## src/rtl/cmp_arb_pkg.sv

```systemverilog
// rtl/cmp_arb_pkg.sv - shared types, constants and round-robin search for cmp_arbiter
package cmp_arb_pkg;

   typedef enum logic [1:0] {
      IDLE = 2'd0,
      CMP  = 2'd1,
      RESP = 2'd2
   } state_e;

   localparam int CMP_W   = 4;
   localparam int MAX_REQ = 8;

   typedef struct packed {
      logic       found;
      logic [2:0] idx;
   } rr_pick_t;

   // First set bit at or above ptr, wrapping at nreq; sized for the largest legal NREQ.
   function automatic rr_pick_t rr_pick(input logic [MAX_REQ-1:0] valid,
                                        input logic [2:0]         ptr,
                                        input int unsigned        nreq);
      rr_pick_t   r;
      logic [2:0] idx;
      r = '0;
      for (int unsigned k = 0; k < MAX_REQ; k++) begin
         idx = 3'((32'(ptr) + k) % nreq);
         if (k < nreq && !r.found && valid[idx]) begin
            r.found = 1'b1;
            r.idx   = idx;
         end
      end
      return r;
   endfunction

endpackage

```

## src/rtl/comparator.sv

```systemverilog
// rtl/comparator.sv - unsigned magnitude comparator
module comparator #(
   parameter int W = 4
) (
   input  logic [W-1:0] a_i,
   input  logic [W-1:0] b_i,
   output logic         less_o,
   output logic         equal_o,
   output logic         greater_o
);

   assign less_o    = (a_i <  b_i);
   assign equal_o   = (a_i == b_i);
   assign greater_o = (a_i >  b_i);

endmodule

```

## src/rtl/cmp_arbiter.sv

```systemverilog
// rtl/cmp_arbiter.sv - round-robin arbiter sharing one comparator between NREQ requesters
module cmp_arbiter
   import cmp_arb_pkg::*;
#(
   parameter  int NREQ = 4,
   localparam int IDW  = $clog2(NREQ)
) (
   input  logic                  clk,
   input  logic                  rst,
   input  logic [NREQ-1:0]       req_valid,
   output logic [NREQ-1:0]       req_ready,
   input  logic [CMP_W*NREQ-1:0] req_a,
   input  logic [CMP_W*NREQ-1:0] req_b,
   output logic                  rsp_valid,
   input  logic                  rsp_ready,
   output logic [IDW-1:0]        rsp_id,
   output logic                  rsp_less,
   output logic                  rsp_equal,
   output logic                  rsp_greater,
   output logic                  busy
);

   state_e            state_q, state_d;
   logic [IDW-1:0]    rr_ptr_q, rr_ptr_d;
   logic [IDW-1:0]    op_id_q, op_id_d;
   logic [CMP_W-1:0]  op_a_q, op_a_d;
   logic [CMP_W-1:0]  op_b_q, op_b_d;
   logic              rsp_valid_q, rsp_valid_d;
   logic [IDW-1:0]    rsp_id_q, rsp_id_d;
   logic              rsp_less_q, rsp_less_d;
   logic              rsp_equal_q, rsp_equal_d;
   logic              rsp_greater_q, rsp_greater_d;

   logic              cmp_less, cmp_equal, cmp_greater;
   rr_pick_t          pick;
   logic [IDW-1:0]    winner;
   logic [IDW-1:0]    ptr_after;

   comparator #(.W(CMP_W)) u_cmp (
      .a_i       (op_a_q),
      .b_i       (op_b_q),
      .less_o    (cmp_less),
      .equal_o   (cmp_equal),
      .greater_o (cmp_greater)
   );

   assign pick      = rr_pick(MAX_REQ'(req_valid), 3'(rr_ptr_q), NREQ);
   assign winner    = IDW'(pick.idx);
   assign ptr_after = (op_id_q == IDW'(NREQ - 1)) ? '0 : op_id_q + 1'b1;

   always_comb begin
      state_d       = state_q;
      rr_ptr_d      = rr_ptr_q;
      op_id_d       = op_id_q;
      op_a_d        = op_a_q;
      op_b_d        = op_b_q;
      rsp_valid_d   = rsp_valid_q;
      rsp_id_d      = rsp_id_q;
      rsp_less_d    = rsp_less_q;
      rsp_equal_d   = rsp_equal_q;
      rsp_greater_d = rsp_greater_q;
      req_ready     = '0;
      case (state_q)
         IDLE: begin
            // Gated by rst so no requester believes it was accepted while reset drops the grant.
            if (pick.found && !rst) begin
               req_ready = NREQ'(1) << winner;
               op_id_d   = winner;
               op_a_d    = req_a[CMP_W*int'(winner) +: CMP_W];
               op_b_d    = req_b[CMP_W*int'(winner) +: CMP_W];
               state_d   = CMP;
            end
         end
         CMP: begin
            rsp_less_d    = cmp_less;
            rsp_equal_d   = cmp_equal;
            rsp_greater_d = cmp_greater;
            rsp_id_d      = op_id_q;
            rsp_valid_d   = 1'b1;
            state_d       = RESP;
         end
         RESP: begin
            if (rsp_ready) begin
               rsp_valid_d = 1'b0;
               rr_ptr_d    = ptr_after;
               state_d     = IDLE;
            end
         end
         default: state_d = IDLE;
      endcase
   end

   always_ff @(posedge clk) begin
      if (rst) begin
         state_q       <= IDLE;
         rr_ptr_q      <= '0;
         op_id_q       <= '0;
         op_a_q        <= '0;
         op_b_q        <= '0;
         rsp_valid_q   <= 1'b0;
         rsp_id_q      <= '0;
         rsp_less_q    <= 1'b0;
         rsp_equal_q   <= 1'b0;
         rsp_greater_q <= 1'b0;
      end else begin
         state_q       <= state_d;
         rr_ptr_q      <= rr_ptr_d;
         op_id_q       <= op_id_d;
         op_a_q        <= op_a_d;
         op_b_q        <= op_b_d;
         rsp_valid_q   <= rsp_valid_d;
         rsp_id_q      <= rsp_id_d;
         rsp_less_q    <= rsp_less_d;
         rsp_equal_q   <= rsp_equal_d;
         rsp_greater_q <= rsp_greater_d;
      end
   end

   assign rsp_valid   = rsp_valid_q;
   assign rsp_id      = rsp_id_q;
   assign rsp_less    = rsp_less_q;
   assign rsp_equal   = rsp_equal_q;
   assign rsp_greater = rsp_greater_q;
   assign busy        = (state_q != IDLE);

endmodule

```

## config.mk

```make
export PLATFORM = sky130hd
export DESIGN_NAME = cmp_arbiter
export DESIGN_NICKNAME = d
export VERILOG_FILES = /design/src/rtl/cmp_arb_pkg.sv /design/src/rtl/comparator.sv /design/src/rtl/cmp_arbiter.sv
export SDC_FILE = /design/constraint.sdc
export NUM_CORES = 1
export LEC_CHECK = 0
export BUFFER_PORTS_ARGS = -buffer_cell sky130_fd_sc_hd__clkbuf_2
export CAP_MARGIN = 40
export CORE_AREA = 5 5 60 62
export CTS_BUF_LIST = sky130_fd_sc_hd__clkbuf_8
export CTS_CLUSTER_DIAMETER = 60
export DETAILED_ROUTE_END_ITERATION = 8
export DIE_AREA = 0 0 65 67
export GPL_ROUTABILITY_DRIVEN = 0
export PLACE_DENSITY = 0.7
export SYNTH_ARGS = -nofsm -noshare
export SYNTH_HDL_FRONTEND = slang
export SYNTH_HIERARCHICAL = 1
export SYNTH_SLANG_ARGS = --single-unit
```

## constraint.sdc

```tcl
create_clock -name clk -period 1.7 [get_ports clk]
set_input_delay 0.17 -clock clk [delete_from_list [all_inputs] [get_ports clk]]
set_output_delay 0.17 -clock clk [all_outputs]
set_load 0.01 [all_outputs]
```

==> summary.md <==
| Metric | Value |
|---|---|
| Critical path data required time | 1.53 ns |
| Critical path class | flip-flop to output pin |
| RSZ-0062 raised after global routing | true |
| Fin area | 1600 sq um |
| Seq/Total Area, Yosys | 0.349 |
| Total number of vias | 1085 |
| Maximum fanout along the worst path | 4 |
| HP Class | primary input to flip-flop |
| Critical path arrival | 1.51 ns |
| Fraction of registers with async set/reset | 0 |
| Final max-slew violation count | 0 |
| Synth-to-layout area growth | 39.3% |
| Synth Register Bits | 20 |
| GRT overflow | 0 |
| Antenna Violating Nets Remaining | 0 |
| Post-synth net total | 170 |
| Largest net degree at the start of global routing | 13 |
| FP Rows | 20 |
| Routed met1 length | 1150 um |
| Die Height | 67 um |
| Core Area | 2980 sq um |
| Register-to-Register Setup Slack | 0.10 ns |
| Fin crit share | 0.989 |
| Setup TNS Final | 0 ns |
| Routed length on met3 | 184 um |
| H-tree levels | 1 |
| DRT Wirelength | 2760 um |
| Xor/xnor share of the synthesized area | 0 |
| GRT Total Usage | 0.130 |
| Clock transition at path regs | 0.07 ns |
| Fmax | about 600 MHz |
| # diodes | 0 |
| Final Power | 1360 uW |
| Worst-Skew Late Latency | 0.25 ns |
| Status | finished clean |
| Reg-to-Reg Start | state_q[1]$_SDFFE_PP0P_ |
| DRT iter0 DRCs | 26 |
| Num ports | 50 |
| Vias per cell | 5.00 |
| Initial antenna violation count | 0 |
| Mean Syn Cell Area | 9.12 sq um |
| Clock tree buffer depth | 2 |
| Dominant synthesized flop cell | dfxtp_1 |
| EDFF count, synth | 0 |
| CP Launch Type | flip-flop |
| Nets | 229 |
| Hold WS | ~0.2 ns |
| P_leak | roughly 0.00078 uW |
| Synth Area in Compound Gates | 0.160 |
| Max Used Layer | met4 |
| Most common cell after layout, fill and taps aside | clkbuf_2 |
| CTS Root Cell | clkbuf_8 |
| Total CTS buffers | 3 |
| Reg2reg path depth | 6 |
| Placed Area | between 1000 and 1500 sq um |
| Max cap viols | 0 |
| Worst vdd ir | 410 uV |
| Mean routed wirelength per cell | 12.7 um |
| Initial Util | 0.386 |
| Synth Area in Simple Gates | 0.187 |
| Critical path endpoint | req_ready[0] |
| Ys Warns | 6 |
| CP Capture Type | output pin |
| Most frequent cells in the layout | clkbuf_2, mux2i_1, dfxtp_1 |
| Die Width | between 60 and 70 um |
| Power Dens Cells | 847 nW/um^2 |
| Global-route wire length before repair | between 4000 and 5000 um |
| Fraction of layout cells with a size suffix above 1 | 0.462 |
| Vias in the first global route | 1111 |
| Library cells used by synthesis | 29 |
| WL met2 | around 1400 um |
| Final min period | 1.68 ns |
| Slew @ Worst Pin | 0.649 ns |
| Mux share of post-synthesis cell area | 0.200 |
| Worst Skew | 0.00228 ns |
| Crit path from | state_q[0]$_SDFFE_PP0P_ |
| Layout Utilization | 0.537 |
| Final Hold Vio Count | 0 |
| # setup viols final | 0 |
| Capturing point of the worst reg2reg path | op_a_q[1]$_SDFFE_PP0P_ |
| Number of remaining DRC errors | 0 |
| Number of detailed-route iterations in the first pass | 4 |
| Synthesized instance count | 126 |
| Post-Syn Area | 1150 sq um |
| CTS tree | done |
| DIE AREA | 4360 sq um |
| # port buffers | slightly below 50 |
| CTS Sinks | 20 |
| Relative slew slack | 0.566 |
| CTS Hold Bufs | 0 |
| Largest family of logic cells by synthesized area | multiplexers |
| Synthesized-area fraction occupied by adder cells | 0.0545 |
| Final HPWL DP | 2190 um |
## power breakdown
part	total [uW]	switching, uW	internal (uW)
sequential	554	32.6	521
clock	352	146	206
combinational	450	216	235
## final cells by class
class / count / area, sq um
timing repair buffer: 59 / 320
sequential: 20 / 408
clock buffer: 4 / 55.1
inverter: 7 / 26.3
multi-input combinational: 94 / 749
fill: 270 / 1380
tap: 33 / 41.3
## cells in the mapped netlist (2+ instances only)
cell type,count,area share
o221ai_1,8,0.061
mux2i_1,23,0.20
nor2b_1,2,0.011
a21oi_1,4,0.017
nand2_1,13,0.042
a21oi_2,2,0.015
dfxtp_1,20,0.35
ha_1,5,0.054
nor2_1,19,0.062
inv_1,7,0.023
nand2b_1,3,0.016
clkbuf_1,3,0.0098
## worst max-delay path, cell delays in order, from the launching register on
cell,delay [ns]
dfxtp_2,0.33
or2_4,0.25
a21o_1,0.20
nor2_4,0.15
nand2_2,0.10
nor2_2,0.09
buf_2,0.13
## layer usage
metal / up-vias / GRT usage
met2: 35 / 0.239
met4: 0 / 0.0475
li1: 555 / -
met1: 489 / 0.142
met5: - / 0
met3: 6 / 0.0337
## logic make-up after synthesis
| logic type | Yosys count |
|---|---|
| muxes | 23 |
| AOI/OAI and AO/OA | 21 |
| adders and majority gates | 5 |
| and+or+nand+nor | 45 |
| buffers and inverters | 12 |
| DFF | 20 |
## how the worst min path moves through the flow
| stage | start | end | slack [ns] | cells after the start |
|---|---|---|---|---|
| finish | rsp_ready | state_q[1]$_SDFFE_PP0P_ | 0.20 | 4 |
| global route | req_b[0] | op_b_q[0]$_SDFFE_PP0P_ | 0.23 | 3 |
| CTS | rsp_ready | state_q[1]$_SDFFE_PP0P_ | 0.19 | 4 |
| detailed placement | op_b_q[1]$_SDFFE_PP0P_ | op_b_q[1]$_SDFFE_PP0P_ | 0.46 | 2 |
| global placement | op_b_q[3]$_SDFFE_PP0P_ | op_b_q[3]$_SDFFE_PP0P_ | 0.45 | 2 |
| floorplan | rst | state_q[0]$_SDFFE_PP0P_ | 0.27 | 1 |
## what timing repair did
item / CTS / global route
setup buffers: 3 / 1
cloned: 0 / 0
setup endpoints to repair: 4 / 6
pin swaps: 2 / 6
resized for setup: 8 / 15
hold endpoints to repair: 0 / 0
## registers in the layout, indices dropped and copies added (netlist names), 2 cells and up
register,flops
op_a_q,4
op_b_q,4
op_id_q,2
rr_ptr_q,2
rsp_id,2
state_q,2
## stage by stage
| stage | cells | setup WS (ns) |
|---|---|---|
| 4_1_cts | 216 | -0.00617 |
| 3_3_place_gp | 209 | 0.150 |
| 5_1_grt | 217 | -0.0562 |
| 2_1_floorplan | 126 | 0.0998 |
| 6_report | 217 | 0.0193 |
| 3_5_place_dp | 209 | 0.0530 |
Power figures use the tool's default switching activity.
